<file path="src/rtl/fifo_read_ctrl.sv">
// Read-side controller for a registered-output FIFO: credit-based prefetch into a 2-entry skid
// buffer. Optional delivered-word counter enabled by macro FIFO_READ_CTRL_WCNT_EN.
module fifo_read_ctrl #(
    parameter int unsigned DATA_WIDTH = 8
) (
    input  logic                  clk,
    input  logic                  rst,
    input  logic                  fifo_empty,
    input  logic [DATA_WIDTH-1:0] fifo_data,
    output logic                  fifo_rd_en,
    output logic [DATA_WIDTH-1:0] out_data,
    output logic                  out_valid,
    input  logic                  out_ready,
    output logic [15:0]           word_count
);

    logic [DATA_WIDTH-1:0] r_buf [2];
    logic                  r_rd_ptr;
    logic                  r_wr_ptr;
    logic [1:0]            r_occ;
    logic                  r_infl;

    logic                  w_pop;
    logic [2:0]            w_credit;

    assign out_valid = (r_occ != 2'd0);
    assign out_data  = r_buf[r_rd_ptr];
    assign w_pop     = out_valid & out_ready;

    // Words owned after this cycle: buffered plus arriving minus leaving; never more than two.
    assign w_credit   = {1'b0, r_occ} + {2'b00, r_infl} - {2'b00, w_pop};
    assign fifo_rd_en = rst & ~fifo_empty & (w_credit < 3'd2);

    always_ff @(posedge clk) begin
        if (!rst) begin
            r_buf[0] <= '0;
            r_buf[1] <= '0;
            r_rd_ptr <= 1'b0;
            r_wr_ptr <= 1'b0;
            r_occ    <= 2'd0;
            r_infl   <= 1'b0;
        end else begin
            if (r_infl) begin
                r_buf[r_wr_ptr] <= fifo_data;
                r_wr_ptr        <= ~r_wr_ptr;
            end
            if (w_pop) begin
                r_rd_ptr <= ~r_rd_ptr;
            end
            r_occ  <= r_occ + {1'b0, r_infl} - {1'b0, w_pop};
            r_infl <= fifo_rd_en;
        end
    end

`ifdef FIFO_READ_CTRL_WCNT_EN
    logic [15:0] r_wcnt;

    always_ff @(posedge clk) begin
        if (!rst) begin
            r_wcnt <= 16'd0;
        end else if (w_pop) begin
            r_wcnt <= r_wcnt + 16'd1;
        end
    end

    assign word_count = r_wcnt;
`else
    assign word_count = 16'd0;
`endif

endmodule

</file>
<file path="config.mk">
export PLATFORM = sky130hd
export DESIGN_NAME = fifo_read_ctrl
export DESIGN_NICKNAME = d
export VERILOG_FILES = /design/src/rtl/fifo_read_ctrl.sv
export SDC_FILE = /design/constraint.sdc
export NUM_CORES = 1
export LEC_CHECK = 0
export BUFFER_PORTS_ARGS = -buffer_cell sky130_fd_sc_hd__buf_2
export CAP_MARGIN = 10
export CELL_PAD_IN_SITES_DETAIL_PLACEMENT = 0
export CELL_PAD_IN_SITES_GLOBAL_PLACEMENT = 1
export CORE_UTILIZATION = 35
export DETAILED_ROUTE_END_ITERATION = 10
export PLACE_DENSITY_LB_ADDON = 0.1
export RECOVER_POWER = 100
export SLEW_MARGIN = 20
export SYNTH_ARGS = -nofsm -noshare
export SYNTH_HDL_FRONTEND = slang
export SYNTH_SLANG_ARGS = --single-unit
</file>
<file path="constraint.sdc">
create_clock -name clk -period 4.15 [get_ports clk]
set_input_delay 0.2075 -clock clk [delete_from_list [all_inputs] [get_ports clk]]
set_output_delay 0.2075 -clock clk [all_outputs]
set_load 0.005 [all_outputs]
</file>
# Yosys cells after proc, flatten, opt, wreduce, memory -nomap -nowiden
# Memory sizes are Yosys's and may differ from the RTL's. A register that Yosys moved wholly into a read port is not among the register bits.
# Index checks and enable logic that the tools add are counted.
# totals
n_memories	1
wordCells	27
out_inout_bits	26
mem_bits_rw	16
regBits	5
# classes
reduce_logical	2
mux	9
add_sub_neg	4
bitwise	6
n_lt_le_gt_ge	1
# memory_table
name	depth	width	read_ports	rd_clocked_by_memory_dff	wr	line	text
r_buf	2	8	1	1	2	17	logic [DATA_WIDTH-1:0] r_buf [2];
# ops
cell	count
$mux W1	8
$mux W8	1
$reduce_or A8 Y1	1
$add A2 B1 Y3	1
$and A1 B1 Y1	3
$lt A3 B2 Y1 const B	1
$not A1 Y1	3
$sub A3 B1 Y3	1
$add A2 B1 Y2	1
$reduce_bool A2 Y1	1
$sub A2 B1 Y2	1

# Longest topological paths before layout
# depth
depth_word	5
ltp_mapped	7

# Worst setup path after synthesis
# OpenSTA, ideal clock, no wires.
# synth_path
path_kind	reg-to-output
from	register r_occ[1]
to	output fifo_rd_en
path_slack_ns	2.127
arrival_ns	1.815
required_time_ns	3.943
path_stages_with_launch	8
n_path_buf	0
cell_sequence	dfxtp_1 -> o21a_2 -> ha_1 -> inv_1 -> ha_1 -> fa_1 -> xnor2_1 -> nor4b_1
# synth_between
elab_chain_cells	5
# synth_rtl
element	line	text
from (decl)	20	logic [1:0] r_occ;
from (signal assigned)	50	r_occ <= r_occ + {1'b0, r_infl} - {1'b0, w_pop};
$reduce_bool A2 Y1	26	assign out_valid = (r_occ != 2'd0);
$and A1 B1 Y1	28	assign w_pop = out_valid & out_ready;
via w_pop	23	logic w_pop;
$sub A3 B1 Y3	31	assign w_credit = {1'b0, r_occ} + {2'b00, r_infl} - {2'b00, w_pop};
$lt A3 B2 Y1	32	assign fifo_rd_en = rst & ~fifo_empty & (w_credit < 3'd2);
$and A1 B1 Y1	32	
to (decl)	10	output logic fifo_rd_en,
# The timed path passes the listed nets, and every way through them passes these cells.

# Worst setup path in the final report
# Ends and elaborated chain as after synthesis.

==> key figures <==
Outcome
  – Outcome: finished with violations
  – Violated checks: design-rule violations

Logic synthesis
  – Seq/Total Area, Yosys: a little over half
  – FF+latch count, synth: 22
  – Yosys warns: 0
  – Netlist Area Pre-Place: between 1000 and 1500 sq um
  – Post-Syn Area per Cell: 11.2 sq um
  – Post-Syn Instances: 98
  – Synth unique cells: 19

Clocking
  – H-Tree Depth: 1
  – CTS sink cnt: 22
  – Setup Buffers After CTS: 0
  – Clk root buf: clkbuf_4
  – CTS tree: built
  – Clk slew on worst S/H paths: 120 ps
  – CTS Buffer Depth: 2
  – Skew-Pair Late Insertion Delay: just over 300 ps
  – Post-CTS Resized: 0
  – Inserted Clock Buffers: 3
  – Hold-fix buffers, CTS: 0

Die
  – Die Ht: 57.9 um
  – Rows: 19
  – Initial Util: 38.4%
  – Die ar.: 3360 sq um
  – Die Wd: 57.9 um
  – Core area: around 2900 sq um
  – # IOs: 38

Timing
  – Fin crit share: between 60% and 70%
  – Worst Clk Skew: ~0.63 ps
  – Max frequency: 0.397 GHz
  – Period minus WS final: 2520 ps
  – Worst hold slack: 59.4 ps
  – Fin Setup TNS: 0 ps
  – Final hold violations: 0
  – Setup ws final: approximately 1600 ps
  – RSZ-0062 raised after global routing: false
  – Max Slew Vio Count: 0
  – Final setup violation count: 0

Drt
  – Vias per Instance: 4.55
  – Via count: roughly 680
  – Total Wirelength: approximately 1800 um
  – Final ANT Viol Nets: 0
  – DR WL/cell: 12.0 um
  – DRC viols: 2
  – DRT iter0 DRCs: 11
  – Initial DRT Pass Iterations: 7

Global route
  – First-pass GRT wire length: 2810 um
  – Antenna violations before repair: 0
  – Vias in the first global route: approximately 660
  – Gr ovfl total: 0
  – Largest net degree at the start of global routing: 18
  – Tot GR Track Use: a little under an eighth

Power and ir drop
  – VDD IR max: 0.232 mV
  – PwrDens: 526 nW/um^2
  – P_leak: 0.514 nW
  – Total power: 0.000627 W

Setup path
  – Reg2Reg Depth: 7
  – Crit path kind: register to primary output
  – Worst setup EP type: primary output
  – Data required time at the worst endpoint: ~3900 ps
  – Worst Setup EP: fifo_rd_en
  – RR Startpoint: r_occ[1]
  – Data arrival, critical path: 2310 ps
  – CP Max Fanout: 4
  – Startpoint class of the critical path: register
  – Setup slack, reg-to-reg: about 2200 ps
  – Worst r2r dst: r_infl
  – Critical Path Start: r_occ[1]

Run
  – Number of max-cap violations: 0

Finish
  – Antenna cells: 0
  – Commonest non-fill, non-tap cell in the layout: buf_2
  – Fraction of layout cells with a size suffix above 1: between 20% and 30%
  – Final net count: roughly 140
  – Synthesis-to-finish area growth: 8.91%
  – Most frequent cells in the layout: buf_2 (18), nor2_1 (16), conb_1 (16), edfxtp_1 (16), nand2_1 (12)

Placed design
  – Post-DP HPWL: 1270 um
  – # port buffers: 21
  – Final GP Congestion: 0.647
  – Dpl ws: 1960 ps

Worst hold path
  – Min-Delay Path Class: input pin to register
final cells by class:
type                       count  area [sq um]
fill                         295          1660
sequential                    22           601
multi-input combinational     68           400
timing repair buffer          21           101
tap                           31          38.8
clock buffer                   4          36.3
inverter                       4          15.0
per-layer routing:
metal | routed length [um] | track usage, % | vias to the layer above | share of wire [%]
met1 | 781 | 12.7 | 314 | 43
met3 | 95 | 2.68 | 5 | 5.3
met4 | 40 | 6.12 | 0 | 2.2
met5 | 0 | 0 | - | 0
li1 | - | - | 333 | -
met2 | 881 | 21.2 | 30 | 49
stage by stage:
step / cells / area, sq um / utilization [%]
6_report: 150 / 1190 / 41.8
5_1_grt: 150 / 1190 / 41.8
4_1_cts: 150 / 1200 / 41.9
3_5_place_dp: 146 / 1160 / 40.7
3_3_place_gp: 146 / 1160 / 40.7
2_1_floorplan: 113 / 1150 / -
report_power, final:
part	total (W)	switching [W]	internal (W)
clock network	0.000120	0.0000659	0.0000536
logic	0.000193	0.0000932	0.0000994
registers	0.000315	0.0000273	0.000287
synthesized netlist by cell type:
| cell type | number | area share, % |
|---|---|---|
| conb_1 | 1 | 0.34 |
| edfxtp_1 | 16 | 44 |
| and2_1 | 2 | 1.1 |
| buf_2 | 3 | 1.4 |
| inv_1 | 4 | 1.4 |
| nor2_1 | 16 | 5.5 |
| o21a_2 | 1 | 0.80 |
| fa_1 | 1 | 1.8 |
| dfxtp_1 | 6 | 11 |
| nand2b_1 | 3 | 1.7 |
| a21boi_1 | 1 | 0.69 |
| or2_2 | 1 | 0.57 |
| xnor2_1 | 1 | 0.80 |
| buf_4 | 16 | 11 |
| nor4b_1 | 2 | 1.6 |
| mux2i_1 | 2 | 1.8 |
| mux2_2 | 8 | 8.2 |
| ha_1 | 2 | 2.3 |
| nand2_1 | 12 | 4.1 |
sequential cells by signal (all words and copies together) (netlist names), named ones only:
register,count
r_wr_ptr,1
r_infl,1
r_buf,16
r_rd_ptr,1
r_occ,2
kinds of logic after synthesis:
logic type	synth area share, %
other	0.343
AOI/OAI and AO/OA	1.49
buffers and inverters	13.7
muxes	10.1
xor gates and xnor gates	0.800
DFF	54.9
and+or+nand+nor	14.6
adders and majority gates	4.11
worst min-delay path by stage:
stage,start,cells past startpoint,slack (ps),endpoint
after global placement,fifo_empty,2,390,r_infl
final,fifo_empty,2,60,r_infl
after floorplan,fifo_empty,1,280,r_infl
after CTS,fifo_empty,2,50,r_infl
after detailed placement,fifo_empty,2,400,r_infl
after global routing,fifo_empty,2,40,r_infl
worst max-delay path: stages (launching register included):
cell and delay, ps:
dfxtp_1 350, o21a_2 230, ha_1 270, inv_1 40, ha_1 180, fa_1 370
xnor2_1 150, nor4b_1 260, clkbuf_1 140
Power figures use the tool's default switching activity.
